[config.mk]
export PLATFORM = sky130hd
export DESIGN_NAME = ram_rr_arbiter
export DESIGN_NICKNAME = d
export VERILOG_FILES = /design/src/rtl/ram_rr_arbiter.sv
export SDC_FILE = /design/constraint.sdc
export NUM_CORES = 1
export LEC_CHECK = 0
export ABC_AREA = 0
export BUFFER_PORTS_ARGS = -buffer_cell sky130_fd_sc_hd__buf_4
export CAP_MARGIN = 20
export CELL_PAD_IN_SITES_DETAIL_PLACEMENT = 1
export CELL_PAD_IN_SITES_GLOBAL_PLACEMENT = 1
export CORE_MARGIN = 2
export CORE_UTILIZATION = 33
export CTS_CLUSTER_DIAMETER = 120
export CTS_CLUSTER_SIZE = 14
export DETAILED_ROUTE_END_ITERATION = 12
export PLACE_DENSITY_LB_ADDON = 0.2
export SETUP_SLACK_MARGIN = 0.5
export SLEW_MARGIN = 15
export SYNTH_ARGS = -nofsm -noshare
export SYNTH_HDL_FRONTEND = slang
export SYNTH_SLANG_ARGS = --single-unit
[constraint.sdc]
create_clock -name i_clock -period 2.2 [get_ports i_clock]
set_input_delay 0.22 -clock i_clock [delete_from_list [all_inputs] [get_ports i_clock]]
set_output_delay 0.22 -clock i_clock [all_outputs]
set_load 0.02 [all_outputs]
[src/rtl/ram_rr_arbiter.sv]
// Two-port round-robin front end for a 32x4 registered-output RAM, with a
// full-array clear sweep that locks out both ports while it runs.
module ram_rr_arbiter (
    input  logic       i_clock,
    input  logic       i_reset,
    input  logic       i_req0,
    input  logic       i_we0,
    input  logic [4:0] i_addr0,
    input  logic [3:0] i_wdata0,
    input  logic       i_req1,
    input  logic       i_we1,
    input  logic [4:0] i_addr1,
    input  logic [3:0] i_wdata1,
    input  logic       i_clr_start,
    input  logic [3:0] i_ram_q,
    output logic       o_gnt0,
    output logic       o_rvalid0,
    output logic [3:0] o_rdata0,
    output logic       o_gnt1,
    output logic       o_rvalid1,
    output logic [3:0] o_rdata1,
    output logic       o_busy,
    output logic       o_clr_done,
    output logic [4:0] o_ram_address,
    output logic [3:0] o_ram_data,
    output logic       o_ram_wren
);

    typedef enum logic {IDLE = 1'b0, CLEAR = 1'b1} state_t;

    state_t     r_state, w_state_nxt;
    logic [4:0] r_cnt, w_cnt_nxt;
    logic       r_last;          // 1: port 1 was granted last, so port 0 wins a tie
    logic       r_rv0, r_rv1;
    logic [3:0] r_rd0, r_rd1;
    logic       r_clr_done;
    logic       w_gnt0, w_gnt1;

    always_comb begin
        w_state_nxt   = r_state;
        w_cnt_nxt     = r_cnt;
        w_gnt0        = 1'b0;
        w_gnt1        = 1'b0;
        o_ram_address = 5'd0;
        o_ram_data    = 4'd0;
        o_ram_wren    = 1'b0;
        // A reset cycle performs no RAM access of any kind.
        if (!i_reset) begin
            case (r_state)
                IDLE: begin
                    if (i_clr_start) begin
                        w_state_nxt = CLEAR;
                        w_cnt_nxt   = 5'd0;
                    end else begin
                        w_gnt0 = i_req0 & (~i_req1 | r_last);
                        w_gnt1 = i_req1 & (~i_req0 | ~r_last);
                    end
                    if (w_gnt0) begin
                        o_ram_address = i_addr0;
                        o_ram_data    = i_wdata0;
                        o_ram_wren    = i_we0;
                    end else if (w_gnt1) begin
                        o_ram_address = i_addr1;
                        o_ram_data    = i_wdata1;
                        o_ram_wren    = i_we1;
                    end
                end
                CLEAR: begin
                    o_ram_address = r_cnt;
                    o_ram_wren    = 1'b1;
                    w_cnt_nxt     = r_cnt + 5'd1;
                    if (r_cnt == 5'd31) w_state_nxt = IDLE;
                end
                default: w_state_nxt = IDLE;
            endcase
        end
    end

    always_ff @(posedge i_clock) begin
        if (i_reset) begin
            r_state    <= IDLE;
            r_cnt      <= 5'd0;
            r_last     <= 1'b1;
            r_rv0      <= 1'b0;
            r_rv1      <= 1'b0;
            r_rd0      <= 4'd0;
            r_rd1      <= 4'd0;
            r_clr_done <= 1'b0;
        end else begin
            r_state    <= w_state_nxt;
            r_cnt      <= w_cnt_nxt;
            if (w_gnt0)      r_last <= 1'b0;
            else if (w_gnt1) r_last <= 1'b1;
            r_rv0      <= w_gnt0 & ~i_we0;
            r_rv1      <= w_gnt1 & ~i_we1;
            if (r_rv0) r_rd0 <= i_ram_q;
            if (r_rv1) r_rd1 <= i_ram_q;
            r_clr_done <= (r_state == CLEAR) && (r_cnt == 5'd31);
        end
    end

    // RAM output is already registered, so read data is passed straight through
    // on the rvalid cycle and captured to hold it afterwards.
    assign o_rdata0   = r_rv0 ? i_ram_q : r_rd0;
    assign o_rdata1   = r_rv1 ? i_ram_q : r_rd1;
    assign o_rvalid0  = r_rv0;
    assign o_rvalid1  = r_rv1;
    assign o_gnt0     = w_gnt0;
    assign o_gnt1     = w_gnt1;
    assign o_busy     = (r_state == CLEAR);
    assign o_clr_done = r_clr_done;

endmodule

==> results.py <==
metrics = {
    "clock_network": {
        "cts_tree": "yes",
        "clock_path_buffers": 2,
        "numCtsBuffers": 3,
        "clk_latency_ps": 290,
        "clockRootBuffer": "clkbuf_4",
        "clk_pin_slew_worst_paths_ps": 100,
        "htree_levels": 1,
        "cts_hold_buf": 0,
        "cts.sinks": 18,
    },
    "synth": {
        "synth_area_leaders": "dfxtp_1 38%, nor2b_1 10%, mux2_2 9.6%, a21oi_1 3.2%, a22o_1 2.8%",
        "ys_seq_area_frac": 0.383,
        "post_synth_fa_ha_maj_area_fraction": 0.0266,
        "synth-seq-cells": 18,
        "synthCells": 99,
        "synth_ff_type": "dfxtp_1",
        "yosys_warnings": 0,
        "syn_nets": 130,
        "ys_async_sr_fraction": 0,
        "yosys.area.top_type": "dfxtp_1",
        "synth_compound_area_frac": 0.186,
        "yosysUniqueCellTypes": 29,
        "synth.top_cell.area_share": 0.383,
        "synth_top_family_by_area": "simple AND/OR/NAND/NOR gates",
        "syn_area_per_cell_um2": 9.50,
        "synth_edf_count": 0,
        "synth_most_common_cell": "dfxtp_1",
        "synthXorXnorAreaFrac": 0,
        "netlist_area_um2": 941,
        "synth_simple_gate_area_frac": 0.249,
        "synth_common_cells": "18 x dfxtp_1, 15 x nor2b_1, 8 x mux2_2, 6 x a21oi_1",
        "muxShareOfSynthArea": 0.106,
    },
    "global_routing": {
        "grt_pass1_wl_um": 4660,
        "grt-ovfl-total": 0,
        "grt_max_degree": 21,
        "grt_usage": 0.184,
        "grt_pass1_vias": 1002,
        "antenna_found_initial": 0,
    },
    "pwr": {
        "p_per_area_nw_per_um2": 480,
        "p_leak_nw": 0.693,
        "ir_drop_uv": 323,
        "power_w": 0.000708,
    },
    "timing": {
        "hold_viol_final": 0,
        "tightest_slew_ps": 285,
        "setup_viol": 0,
        "skew_ps": 1.90,
        "rsz0062_at_grt": "yes",
        "max_slew_margin": 0.810,
        "slew_violations": 0,
        "fin_tns_setup_ps": 0,
        "period_share": 0.775,
        "min_period_ps": 1700,
        "fmax_mhz": 587,
    },
    "detailed_routing": {
        "wire_per_inst_um": 15.7,
        "routed_via_density": 5.14,
        "drtIter0Drc": 19,
        "ant_nets": 0,
        "routed_wl_um": 2920,
        "vias": 956,
        "drc_errors": 0,
        "drt-pass1-iter-count": 4,
    },
    "finish": {
        "n_antenna_cell": 0,
        "area_growth_pct": 56.6,
        "drive_above_1_share": 0.529,
        "layout.nets": 187,
        "nFillCells": 332,
    },
    "setup_path": {
        "crit_path_max_fanout": 7,
        "rr_worst_depth": 5,
        "cp_slowest_cell": "dfxtp_4",
        "end_kind": "primary output",
        "cp_cell_sequence": "nand2b_4 > and3_4 > a221o_1 > buf_6",
        "path_class": "flop to primary output",
        "worstPathRequired_ps": 1980,
        "max_stage_delay_ps": 370,
        "path_depth": 4,
        "path_buf_inv": 1,
        "cp_data_arrival_time_ps": 1480,
        "start_kind": "flop",
        "r2r_slack_ps": 820,
        "path_delay_family": "flip-flops",
    },
    "die": {
        "chipWidth_um": 57.4,
        "start_util": 0.344,
        "coreArea_um2": 2730,
        "ioPinCount": 53,
        "rows": 19,
        "die_y_um": 57.4,
        "die-area_um2": 3290,
    },
    "job": {
        "drv_cap": 0,
    },
    "worst_hold_path": {
        "holdPathStages": 2,
        "min_path_type": "input port to flop",
    },
    "placed_design": {
        "gp_congestion": 0.850,
        "hpwl_um": 2130,
        "port-buffer-count": 52,
    },
    "outcome": {
        "status": "finished, final reports clean",
    },
}
## cell families (layout without fill, tap and decap cells)
kind of cell	after synthesis	in the layout
muxes	9	9
and+or+nand+nor	38	38
DFF	18	18
adders and majority gates	2	2
buffers and inverters	9	65
AOI/OAI and AO/OA	23	23
## through the flow
step	util	hold slack (ps)	std cells	instance area [µm²]	setup slack [ps]
detailed placement	0.491	400	177	1340	600
CTS	0.519	77.4	183	1420	494
floorplan	-	292	99	941	514
global route	0.539	67.2	186	1470	442
finish	0.539	87.4	186	1470	496
global placement	0.491	394	177	1340	640
## cells in the final DEF, fill, tap and decap left out, types with 2 or more instances in the layout
cell,n
a21oi_1,6
nor3b_1,2
mux2_2,8
a22o_1,3
ha_1,2
clkbuf_4,3
nand3b_1,2
a221o_1,2
nor2b_1,15
dfxtp_1,16
and2_1,3
buf_4,54
nor2_1,5
o21ai_0,2
inv_1,3
a22o_2,2
dfxtp_4,2
buf_6,4
a31oi_1,2
nand3_1,5
## registers in the layout, summed over array words and instances, names as in the netlist
register	cells
r_cnt	5
r_rd1	4
o_rvalid1	1
o_clr_done	1
o_rvalid0	1
r_last	1
r_rd0	4
o_busy	1
## layer usage
metal	up-vias	GRT usage	wire, µm
met4	0	0.0731	29
li1	469	-	-
met3	4	0.0317	125
met2	26	0.331	1550
met5	-	0	0
met1	457	0.214	1210
## worst paths after layout
| kind | from | to |
|---|---|---|
| worst max-delay path | r_last | o_ram_address[3] |
| worst min-delay path | i_we0 | o_rvalid0 |
| worst max register to register | r_cnt[1] | r_cnt[4] |
| worst min register to register | r_last | r_last |
## power breakdown
| part | switching [W] | internal (W) |
|---|---|---|
| Combinational | 0.0000761 | 0.0000873 |
| Clock | 0.000102 | 0.000101 |
| Sequential | 0.00000936 | 0.000333 |
## worst register-to-register path: cells and delay by family (launching register included)
family / cells / cell delay, ps
DFF: 1 / 370
and+or+nand+nor: 2 / 250
AOI/OAI and AO/OA: 1 / 160
adders and majority gates: 2 / 490
## cell type report
class | count | area (µm²) | share of cell area
Sequential cell | 18 | 368 | 0.250
Multi-Input combinational cell | 72 | 569 | 0.386
Timing Repair Buffer | 58 | 450 | 0.306
Tap cell | 31 | 38.8 | 0.0263
Clock buffer | 4 | 36.3 | 0.0246
Inverter | 3 | 11.3 | 0.00764
## repair_timing
item,4_1_cts,5_1_grt
pin swaps,2,5
gates resized for setup,10,7
endpoints found under the setup margin,8,10
buffers inserted,2,3
(Power assumes the default switching activity.)
